File: src/rtl/axi_rd_pkg.sv
// Shared constants for the AXI read-channel arbiter: default widths, queue depth
// and the arbiter FSM state encoding.
package axi_rd_pkg;

  localparam int DEF_NUM_DECOMPRESSOR = 2;
  localparam int DEF_ADDR_W           = 64;
  localparam int DEF_LEN_W            = 8;
  localparam int DEF_DATA_W           = 512;
  localparam int DEF_ORDER_DEPTH      = 8;

  typedef logic [0:0] arb_state_t;
  localparam arb_state_t IDLE  = 1'b0;
  localparam arb_state_t ISSUE = 1'b1;

  // Index width that stays at least one bit wide for single-entry vectors.
  function automatic int idx_w(input int n);
    return (n > 1) ? $clog2(n) : 1;
  endfunction

endpackage

File: src/rtl/axi_rd_order_q.sv
// In-order owner queue: one one-hot requester ID per outstanding AR burst.
// Occupancy is counter-based so every one of the DEPTH entries is usable.
module axi_rd_order_q
  import axi_rd_pkg::*;
#(
  parameter int W     = DEF_NUM_DECOMPRESSOR,
  parameter int DEPTH = DEF_ORDER_DEPTH,
  parameter int CNT_W = $clog2(DEPTH) + 1
) (
  input  logic             clk,
  input  logic             rst_n,
  input  logic             push,
  input  logic [W-1:0]     push_data,
  input  logic             pop,
  output logic [W-1:0]     head,
  output logic [CNT_W-1:0] count,
  output logic             full,
  output logic             empty
);

  localparam int PTR_W = idx_w(DEPTH);
  localparam logic [CNT_W-1:0] DEPTH_C = CNT_W'(DEPTH);

  logic [W-1:0]     mem [DEPTH];
  logic [PTR_W-1:0] wr_ptr;
  logic [PTR_W-1:0] rd_ptr;
  logic [CNT_W-1:0] cnt;
  logic             do_push;
  logic             do_pop;

  assign full    = (cnt == DEPTH_C);
  assign empty   = (cnt == '0);
  assign do_push = push && !full;
  assign do_pop  = pop && !empty;
  assign head    = mem[rd_ptr];
  assign count   = cnt;

  // Pointers wrap naturally because DEPTH is a power of two.
  always_ff @(posedge clk) begin
    if (!rst_n) begin
      wr_ptr <= '0;
      rd_ptr <= '0;
      cnt    <= '0;
    end else begin
      if (do_push) wr_ptr <= wr_ptr + 1'b1;
      if (do_pop)  rd_ptr <= rd_ptr + 1'b1;
      case ({do_push, do_pop})
        2'b10:   cnt <= cnt + 1'b1;
        2'b01:   cnt <= cnt - 1'b1;
        default: cnt <= cnt;
      endcase
    end
  end

  always_ff @(posedge clk) begin
    if (do_push) mem[wr_ptr] <= push_data;
  end

endmodule

File: src/rtl/axi_rd_arbiter.sv
// Round-robin AR arbiter with in-order R steering for the decompressor array.
// Optional AXI_RD_ARB_STALL_CNT_EN adds a saturating AR stall-cycle counter.
module axi_rd_arbiter
  import axi_rd_pkg::*;
#(
  parameter int NUM_DECOMPRESSOR = DEF_NUM_DECOMPRESSOR,
  parameter int ADDR_W           = DEF_ADDR_W,
  parameter int LEN_W            = DEF_LEN_W,
  parameter int DATA_W           = DEF_DATA_W,
  parameter int ORDER_DEPTH      = DEF_ORDER_DEPTH
) (
  input  logic                               clk,
  input  logic                               rst_n,
  input  logic [NUM_DECOMPRESSOR-1:0]        s_arvalid,
  input  logic [NUM_DECOMPRESSOR*ADDR_W-1:0] s_araddr,
  input  logic [NUM_DECOMPRESSOR*LEN_W-1:0]  s_arlen,
  output logic [NUM_DECOMPRESSOR-1:0]        s_arready,
  output logic                               m_arvalid,
  output logic [ADDR_W-1:0]                  m_araddr,
  output logic [LEN_W-1:0]                   m_arlen,
  input  logic                               m_arready,
  input  logic                               m_rvalid,
  input  logic [DATA_W-1:0]                  m_rdata,
  input  logic                               m_rlast,
  output logic                               m_rready,
  output logic [NUM_DECOMPRESSOR-1:0]        s_rvalid,
  output logic [DATA_W-1:0]                  s_rdata,
  output logic                               s_rlast,
  input  logic [NUM_DECOMPRESSOR-1:0]        s_rready,
  output logic [$clog2(ORDER_DEPTH):0]       outstanding
`ifdef AXI_RD_ARB_STALL_CNT_EN
  ,
  output logic [31:0]                        ar_stall_cnt
`endif
);

  localparam int N     = NUM_DECOMPRESSOR;
  localparam int IDX_W = idx_w(N);
  localparam int CNT_W = $clog2(ORDER_DEPTH) + 1;
  localparam logic [IDX_W:0] N_C = (IDX_W + 1)'(N);

  arb_state_t        state;
  logic [IDX_W-1:0]  rr_ptr;
  logic [ADDR_W-1:0] ar_addr;
  logic [LEN_W-1:0]  ar_len;

  logic [2*N-1:0]    req2;
  logic [N-1:0]      rot;
  logic [IDX_W-1:0]  off;
  logic [IDX_W-1:0]  winner;
  logic [IDX_W-1:0]  rr_next;
  logic [IDX_W:0]    sum;
  logic [IDX_W:0]    sum1;
  logic [ADDR_W-1:0] sel_addr;
  logic [LEN_W-1:0]  sel_len;
  logic              accept;

  logic [N-1:0]      q_head;
  logic [CNT_W-1:0]  q_count;
  logic              q_full;
  logic              q_empty;
  logic              pop;

  // Rotate so rr_ptr sits at bit 0, take the lowest set bit, rotate back.
  always_comb begin
    req2 = {s_arvalid, s_arvalid};
    rot  = N'(req2 >> rr_ptr);
    off  = '0;
    for (int i = N - 1; i >= 0; i--) begin
      if (rot[i]) off = IDX_W'(i);
    end
    sum = {1'b0, rr_ptr} + {1'b0, off};
    if (sum >= N_C) sum = sum - N_C;
    winner = sum[IDX_W-1:0];
    sum1 = {1'b0, winner} + 1'b1;
    if (sum1 >= N_C) sum1 = sum1 - N_C;
    rr_next = sum1[IDX_W-1:0];
  end

  always_comb begin
    sel_addr = '0;
    sel_len  = '0;
    for (int i = 0; i < N; i++) begin
      if (winner == IDX_W'(i)) begin
        sel_addr = s_araddr[i*ADDR_W +: ADDR_W];
        sel_len  = s_arlen[i*LEN_W +: LEN_W];
      end
    end
  end

  assign accept = (state == IDLE) && (|s_arvalid) && !q_full;

  always_comb begin
    s_arready = '0;
    if (accept) s_arready[winner] = 1'b1;
  end

  always_ff @(posedge clk) begin
    if (!rst_n) begin
      state   <= IDLE;
      rr_ptr  <= '0;
      ar_addr <= '0;
      ar_len  <= '0;
    end else begin
      case (state)
        IDLE: begin
          if (accept) begin
            state   <= ISSUE;
            rr_ptr  <= rr_next;
            ar_addr <= sel_addr;
            ar_len  <= sel_len;
          end
        end
        ISSUE: begin
          if (m_arready) state <= IDLE;
        end
        default: state <= IDLE;
      endcase
    end
  end

  assign m_arvalid = (state == ISSUE);
  assign m_araddr  = ar_addr;
  assign m_arlen   = ar_len;

  axi_rd_order_q #(
    .W     (N),
    .DEPTH (ORDER_DEPTH),
    .CNT_W (CNT_W)
  ) u_order_q (
    .clk       (clk),
    .rst_n     (rst_n),
    .push      (accept),
    .push_data (s_arready),
    .pop       (pop),
    .head      (q_head),
    .count     (q_count),
    .full      (q_full),
    .empty     (q_empty)
  );

  // R beats are held off entirely while nothing is outstanding.
  assign s_rvalid    = q_empty ? '0 : (q_head & {N{m_rvalid}});
  assign m_rready    = !q_empty && (|(q_head & s_rready));
  assign s_rdata     = m_rdata;
  assign s_rlast     = m_rlast;
  assign pop         = m_rvalid && m_rready && m_rlast;
  assign outstanding = q_count;

`ifdef AXI_RD_ARB_STALL_CNT_EN
  always_ff @(posedge clk) begin
    if (!rst_n) begin
      ar_stall_cnt <= '0;
    end else if (m_arvalid && !m_arready && (ar_stall_cnt != 32'hFFFF_FFFF)) begin
      ar_stall_cnt <= ar_stall_cnt + 32'd1;
    end
  end
`endif

endmodule

File: config.mk
export PLATFORM = sky130hd
export DESIGN_NAME = axi_rd_arbiter
export DESIGN_NICKNAME = d
export VERILOG_FILES = /design/src/rtl/axi_rd_pkg.sv /design/src/rtl/axi_rd_order_q.sv /design/src/rtl/axi_rd_arbiter.sv
export SDC_FILE = /design/constraint.sdc
export NUM_CORES = 1
export LEC_CHECK = 0
export ABC_CLOCK_PERIOD_IN_PS = 3200
export BUFFER_PORTS_ARGS = -buffer_cell sky130_fd_sc_hd__clkbuf_2
export CELL_PAD_IN_SITES_DETAIL_PLACEMENT = 1
export CELL_PAD_IN_SITES_GLOBAL_PLACEMENT = 1
export CORE_AREA = 2 2 487 489
export CTS_BUF_LIST = sky130_fd_sc_hd__clkbuf_2
export DETAILED_ROUTE_END_ITERATION = 16
export DIE_AREA = 0 0 489 491
export PLACE_DENSITY_LB_ADDON = 0.1
export SKIP_CTS_REPAIR_TIMING = 1
export SLEW_MARGIN = 40
export SYNTH_ARGS = -nofsm -noshare
export SYNTH_HDL_FRONTEND = slang
export SYNTH_SLANG_ARGS = --single-unit
File: constraint.sdc
create_clock -name clk -period 3.2 [get_ports clk]
set_clock_uncertainty 0.2 [all_clocks]
set_input_delay 0.32 -clock clk [delete_from_list [all_inputs] [get_ports clk]]
set_output_delay 0.32 -clock clk [all_outputs]
set_load 0.03 [all_outputs]
### Word level (Yosys, flattened, before mapping)

Memories as Yosys holds them, arrays and structs flattened. A register that Yosys moved wholly into a read port is not among the register bits.
Index checks and enable logic that the tools add are counted.

* register bits: 84
* bits in writable memories: 16
* input port bits: 665
* output and inout port bits: 595
* logic and storage cells: 60
* memories kept: 1

Memories
* u_order_q.mem: depth 8, bits a word 2, rd ports 1, clocked after memory_dff 1, write ports 1, RTL line axi_rd_order_q.sv:24 `logic [W-1:0] mem [DEPTH];`

* add/subtract/negate cells: 8
* order comparisons: 4
* equal/unequal tests: 3
* shifts and indexed selects: 1
* multiplexer cells: 18
* bitwise logic cells: 3
* reductions and logical operators: 15

Operators with widths (count)
* 64-bit 2-to-1 mux: 1
* 1-bit 2-to-1 mux: 9
* 1-bit logical AND: 8
* 8-bit 2-to-1 mux: 1
* 4-bit one-hot mux with 2 select lines: 1
* 3-bit by 1-bit adder with 3-bit output, second input constant: 2
* 3-bit 2-to-1 mux: 2
* 4-bit by 1-bit adder with 4-bit output, second input constant: 1
* 2-bit bitwise AND: 2
* 4-bit equality test, second input constant: 1
* 2-bit greater-or-equal comparator, second input constant: 2
* 4-bit zero test: 1
* 2-bit 2-to-1 mux: 2
* 2-bit OR reduction: 2
* 4-bit by 1-bit right shift with 2-bit output: 1
* 4-bit by 1-bit subtractor with 4-bit output, second input constant: 1
* 1-bit by 1-bit adder with 2-bit output: 1
* 1-bit by 1-bit adder with 2-bit output, second input constant: 1
* 2-bit by 1-bit equality test with 1-bit output, second input constant: 1
* 2-bit equality test, second input constant: 1
* 1-bit zero test: 2
* 1-bit by 2-bit less-than comparator with 1-bit output, second input constant: 1
* 1-bit one-hot mux with 2 select lines: 1
* 2-bit AND reduction: 1
* 5 further kinds: 6

### Logic depth before layout (Yosys ltp)

* depth in word-level cells: 11
* mapped depth: 12
* mapped depth without buffers: 11

### Cells and area by module

From an unflattened synthesis, not the netlist that was laid out.

* cells, all modules: 1050
* area, all modules: 8592.0 um2

Modules (own cells, without submodules)
* axi_rd_arbiter: instances 1, cells each 955, area an instance 7310.8 um2, sequential area each 1481.4 um2
* axi_rd_order_q: instances 1, cells each 95, area an instance 1281.2 um2, sequential area each 740.7 um2

### Worst setup path after synthesis

Ideal clock, no wire load.

* kind: register -> register
* start: reg u_order_q.cnt[0], in the netlist u_order_q.count[0]
* end: reg u_order_q.cnt[3], in the netlist u_order_q.count[3]
* library setup time: 0.071 ns
* arrival: 2.617 ns
* required time: 2.929 ns
* slack: 0.312 ns
* stages on the path, launching flop included: 11
* buffers on the path: 0
* period minus slack after synthesis: 2.888 ns
* cell sequence: dfxtp_1 nor3_2 a211oi_2 inv_2 ha_1 ha_1 a21o_1 a21oi_1 xnor2_1 or3_1 a21oi_1

* longest elaborated chain between the ends: 8

RTL lines
* from (decl): RTL line axi_rd_order_q.sv:27 `logic [CNT_W-1:0] cnt;`
* from (signal assigned): RTL line axi_rd_order_q.sv:48 `2'b10: cnt <= cnt + 1'b1;`
* from (signal assigned): RTL line axi_rd_order_q.sv:49 `2'b01: cnt <= cnt - 1'b1;`
* from (signal assigned): RTL line axi_rd_order_q.sv:50 `default: cnt <= cnt;`
* 4-bit zero test: RTL line axi_rd_order_q.sv:32 `assign empty = (cnt == '0);`
* 1-bit zero test: RTL line axi_rd_order_q.sv:34, axi_rd_arbiter.sv:144
* 1-bit logical AND: RTL line axi_rd_arbiter.sv:144 `assign m_rready = !q_empty && (|(q_head & s_rready));`
* 1-bit logical AND (2 in a row): RTL line axi_rd_arbiter.sv:147 `assign pop = m_rvalid && m_rready && m_rlast;`
* 1-bit logical AND: RTL line axi_rd_order_q.sv:34 `assign do_pop = pop && !empty;`
* 2-bit by 1-bit equality test with 1-bit output or 2-bit equality test (tied branches): RTL line axi_rd_order_q.sv:47 `case ({do_push, do_pop})`
* 4-bit one-hot mux with 2 select lines or 2-bit nonzero test (tied branches)

Several ways; a longest one is shown, not always the timed one.
A chain may end at the register's enable or synchronous reset.

==> metrics.md <==
| Metric | Value |
|---|---|
| DP Wirelength | `39.0 mm` |
| Clock Pin Slew Worst Setup and Hold Paths | `510 ps` |
| Sw power | `1590 uW` |
| Most frequent cells in the layout | `329 x dlygate4sd3_1, 239 x clkbuf_2, 158 x nand2_1` |
| First-pass GRT wire length | `59.1 mm` |
| Global route overflow | `0` |
| Leak pwr | `0.00434 uW` |
| Critical path class | `flip-flop to flip-flop` |
| Cells along the critical path | `buf_6 > mux2i_2 > nand3_1 > nand4_1 > buf_4 > a21oi_4 > buf_4 > dlygate4sd3_1 > mux2i_1 > dlygate4sd3_1` |
| Share of total power in sequential cells | `0.401` |
| RSZ-0062 raised after global routing | `true` |
| RR Endpoint | `u_order_q.rd_ptr[0]$_SDFFE_PN0P_` |
| Mapped Area | `8050 um2` |
| Clk sinks | `103` |
| Syn nets | `1,629` |
| Power Internal | `2200 uW` |
| Port Buffer Count | `235` |
| Yosys cell types | `39` |
| Hold_ws | `216 ps` |
| Crit path launch type | `flip-flop` |
| Worst Path Required | `4170 ps` |
| Area of the multi-input gates | `1870 um2` |
| Setup violators final | `0` |
| Levels on crit path | `10` |
| Sw Ratio | `0.419` |
| DR WL/cell | `11.8 um` |
| Crit path DAT | `4080 ps` |
| Status | `completed` |
| DRT Pass-1 Iters | `4` |
| Top cell type's share of synthesized area | `0.479` |
| Fin crit share | `0.970` |
| Post-synth ARST share | `0` |
| Layout cells sized above 1 | `0.310` |
| Gr usage total | `0.0389` |
| Die ar. | `240,000 um2` |
| Placed instance count | `3,828` |
| H-tree Lvls | `3` |
| Slew HR | `0.481` |
| Yosys reg bits | `103` |
| Pwr/cell area | `292 nW/um2` |
| Vias in the first global route | `5,590` |
| Post-Syn Instances | `958` |
| Root buf cell | `clkbuf_2` |
| Largest area contributor in the netlist | `buf_4` |
| Synth Flop Type | `dfxtp_1` |
| Top achievable clock speed | `0.322 GHz` |
| Area growth from synthesis to layout | `61.6%` |
| Crit-path max cell delay | `630 ps` |
| EDFF count, synth | `16` |
| CTS buffer count | `9` |
| Max-cap violation count | `0` |
| Min cycle time layout | `3100 ps` |
| CTS tree | `built` |
| CTS Buffer Depth | `2` |
| Power share of the clock group | `0.259` |
| Die outline width | `489 um` |
| Reg-to-reg slack, setup | `100 ps` |
| GPL Wtd Cong | `0.620` |
| Overall Power | `3790 uW` |
| Via count | `6,417` |
| Top cells by area, synth | `buf_4 48%, dfxtp_1 22%, nand2_1 7.4%` |
| Fin. Hold Viols | `0` |
| Top Ports | `1,260` |
| Clk_lat worst skew | `1160 ps` |
| Slowest-stage cell, CP | `dlygate4sd3_1` |
| Initial DRC Count | `262` |
| CP delay by family, top | `buffers and inverters` |
| FF-to-FF path depth | `10` |
| Commonest non-fill, non-tap cell in the layout | `dlygate4sd3_1` |
| Warnings from Yosys | `0` |
| CP Capture Point | `u_order_q.rd_ptr[0]$_SDFFE_PN0P_` |
| Vias/cell | `1.53` |
| Synth Area per Inst | `8.41 um2` |
| Comb pwr share | `0.340` |
| Largest net degree at the start of global routing | `41` |
| CP endpoint kind | `flip-flop` |
| Nets | `1,701` |
| Rows | `178` |
| Non-Filler Instances | `4,194` |
| Post-synthesis sequential area ratio | `0.276` |
| Initial core utilization | `0.0343` |
| Initial antenna violation count | `8` |
| Core area | `235,000 um2` |
| Fillers | `28,000` |
| Slew Viols, Final | `0` |
| Worst Tran Pin Value | `778 ps` |
| CP Max Fanout | `5` |
| Buffers & Inverters on Critical Path | `5` |
| IR drop worst, VDD | `0.206 mV` |
| Total wire length | `49.5 mm` |
| Die Height | `491 um` |
| Path type of the worst min-delay path | `input pin to flip-flop` |
| Drt drc | `0` |
| ANT nets after route | `0` |
| FF/Latch Area | `2230 um2` |
## worst register-to-register path, stage by stage, from the launching register on
cell and delay, ps:
dfxtp_4 470, buf_6 140, mux2i_2 140, nand3_1 90, nand4_1 240, buf_4 230, a21oi_4 160, buf_4 130
dlygate4sd3_1 630, mux2i_1 200, dlygate4sd3_1 550
## per-layer routing
metal  share of wire  track usage  vias up  wire, um
met5          0.0022      0.00886        -       110
met4           0.058       0.0259        4      2860
met3            0.20       0.0410      206      9730
met2            0.44       0.0552      575     21600
met1            0.31       0.0317     2912     15200
li1                -            -     2720         -
## state kept, by name, summed over array words and instances, names as in the netlist, named ones only
register          cells
m_araddr             64
m_arlen               8
m_arvalid             1
rr_ptr                1
u_order_q.count       4
u_order_q.mem        16
u_order_q.rd_ptr      3
u_order_q.wr_ptr      3
## logic make-up (layout without fill, tap and decap cells)
family	after synthesis	after routing	synth area share
AOI/OAI and AO/OA	89	89	0.0883
xor gates and xnor gates	5	5	0.00544
adders and majority gates	6	6	0.0103
buffers and inverters	545	622	0.503
DFF	103	103	0.276
muxes	12	12	0.0149
other	0	9	0
and+or+nand+nor	198	198	0.102
## synth_stat cells, types with 3 or more instances
cell / n
a21oi_1: 7
a22oi_1: 64
a22oi_2: 10
buf_2: 11
buf_4: 514
buf_6: 7
clkbuf_1: 3
dfxtp_1: 87
edfxtp_1: 16
ha_1: 5
inv_1: 7
mux2i_1: 12
nand2_1: 158
nand2b_1: 3
nand3_1: 4
nor2_1: 15
nor3_1: 3
xor2_1: 3
## layout make-up
type,instances,area share
Clock inverter,7,0.00625
Inverter,8,0.00231
Timing Repair Buffer,598,0.368
Antenna cell,9,0.00173
Multi-Input combinational cell,310,0.144
Sequential cell,103,0.172
Clock buffer,9,0.00346
Tap cell,3150,0.303
## power groups by stage
| stage | registers (uW) | logic, uW | clock network [uW] |
|---|---|---|---|
| floorplan | 1730 | 1480 | 0 |
| CTS | 1530 | 933 | 1200 |
| global placement | 1540 | 935 | 0 |
| detailed placement | 1540 | 931 | 0 |
| finish | 1520 | 1290 | 983 |
| global route | 1550 | 1410 | 1210 |
## metrics by stage
| stage | utilization | setup slack, ps | setup TNS (ps) | area (um2) |
|---|---|---|---|---|
| 2_1_floorplan | - | 312 | 0 | 8050 |
| 3_3_place_gp | 0.0399 | 30.9 | 0 | 9350 |
| 3_5_place_dp | 0.0399 | 93.1 | 0 | 9350 |
| 4_1_cts | 0.0404 | -613 | -2300 | 9480 |
| 5_1_grt | 0.0555 | -309 | -1240 | 13000 |
| 6_report | 0.0555 | 96.2 | 0 | 13000 |
## worst min-delay path by stage
stage	to	startpoint	cells after the start
global placement	m_araddr[25]$_SDFFE_PN0P_	m_araddr[25]$_SDFFE_PN0P_	2
CTS	m_araddr[24]$_SDFFE_PN0P_	s_araddr[88]	3
floorplan	m_araddr[46]$_SDFFE_PN0P_	s_araddr[110]	2
finish	u_order_q.wr_ptr[1]$_SDFFE_PN0P_	s_arvalid[1]	7
global route	m_araddr[46]$_SDFFE_PN0P_	s_araddr[110]	5
detailed placement	m_araddr[21]$_SDFFE_PN0P_	m_araddr[21]$_SDFFE_PN0P_	2
(Power assumes the default switching activity.)
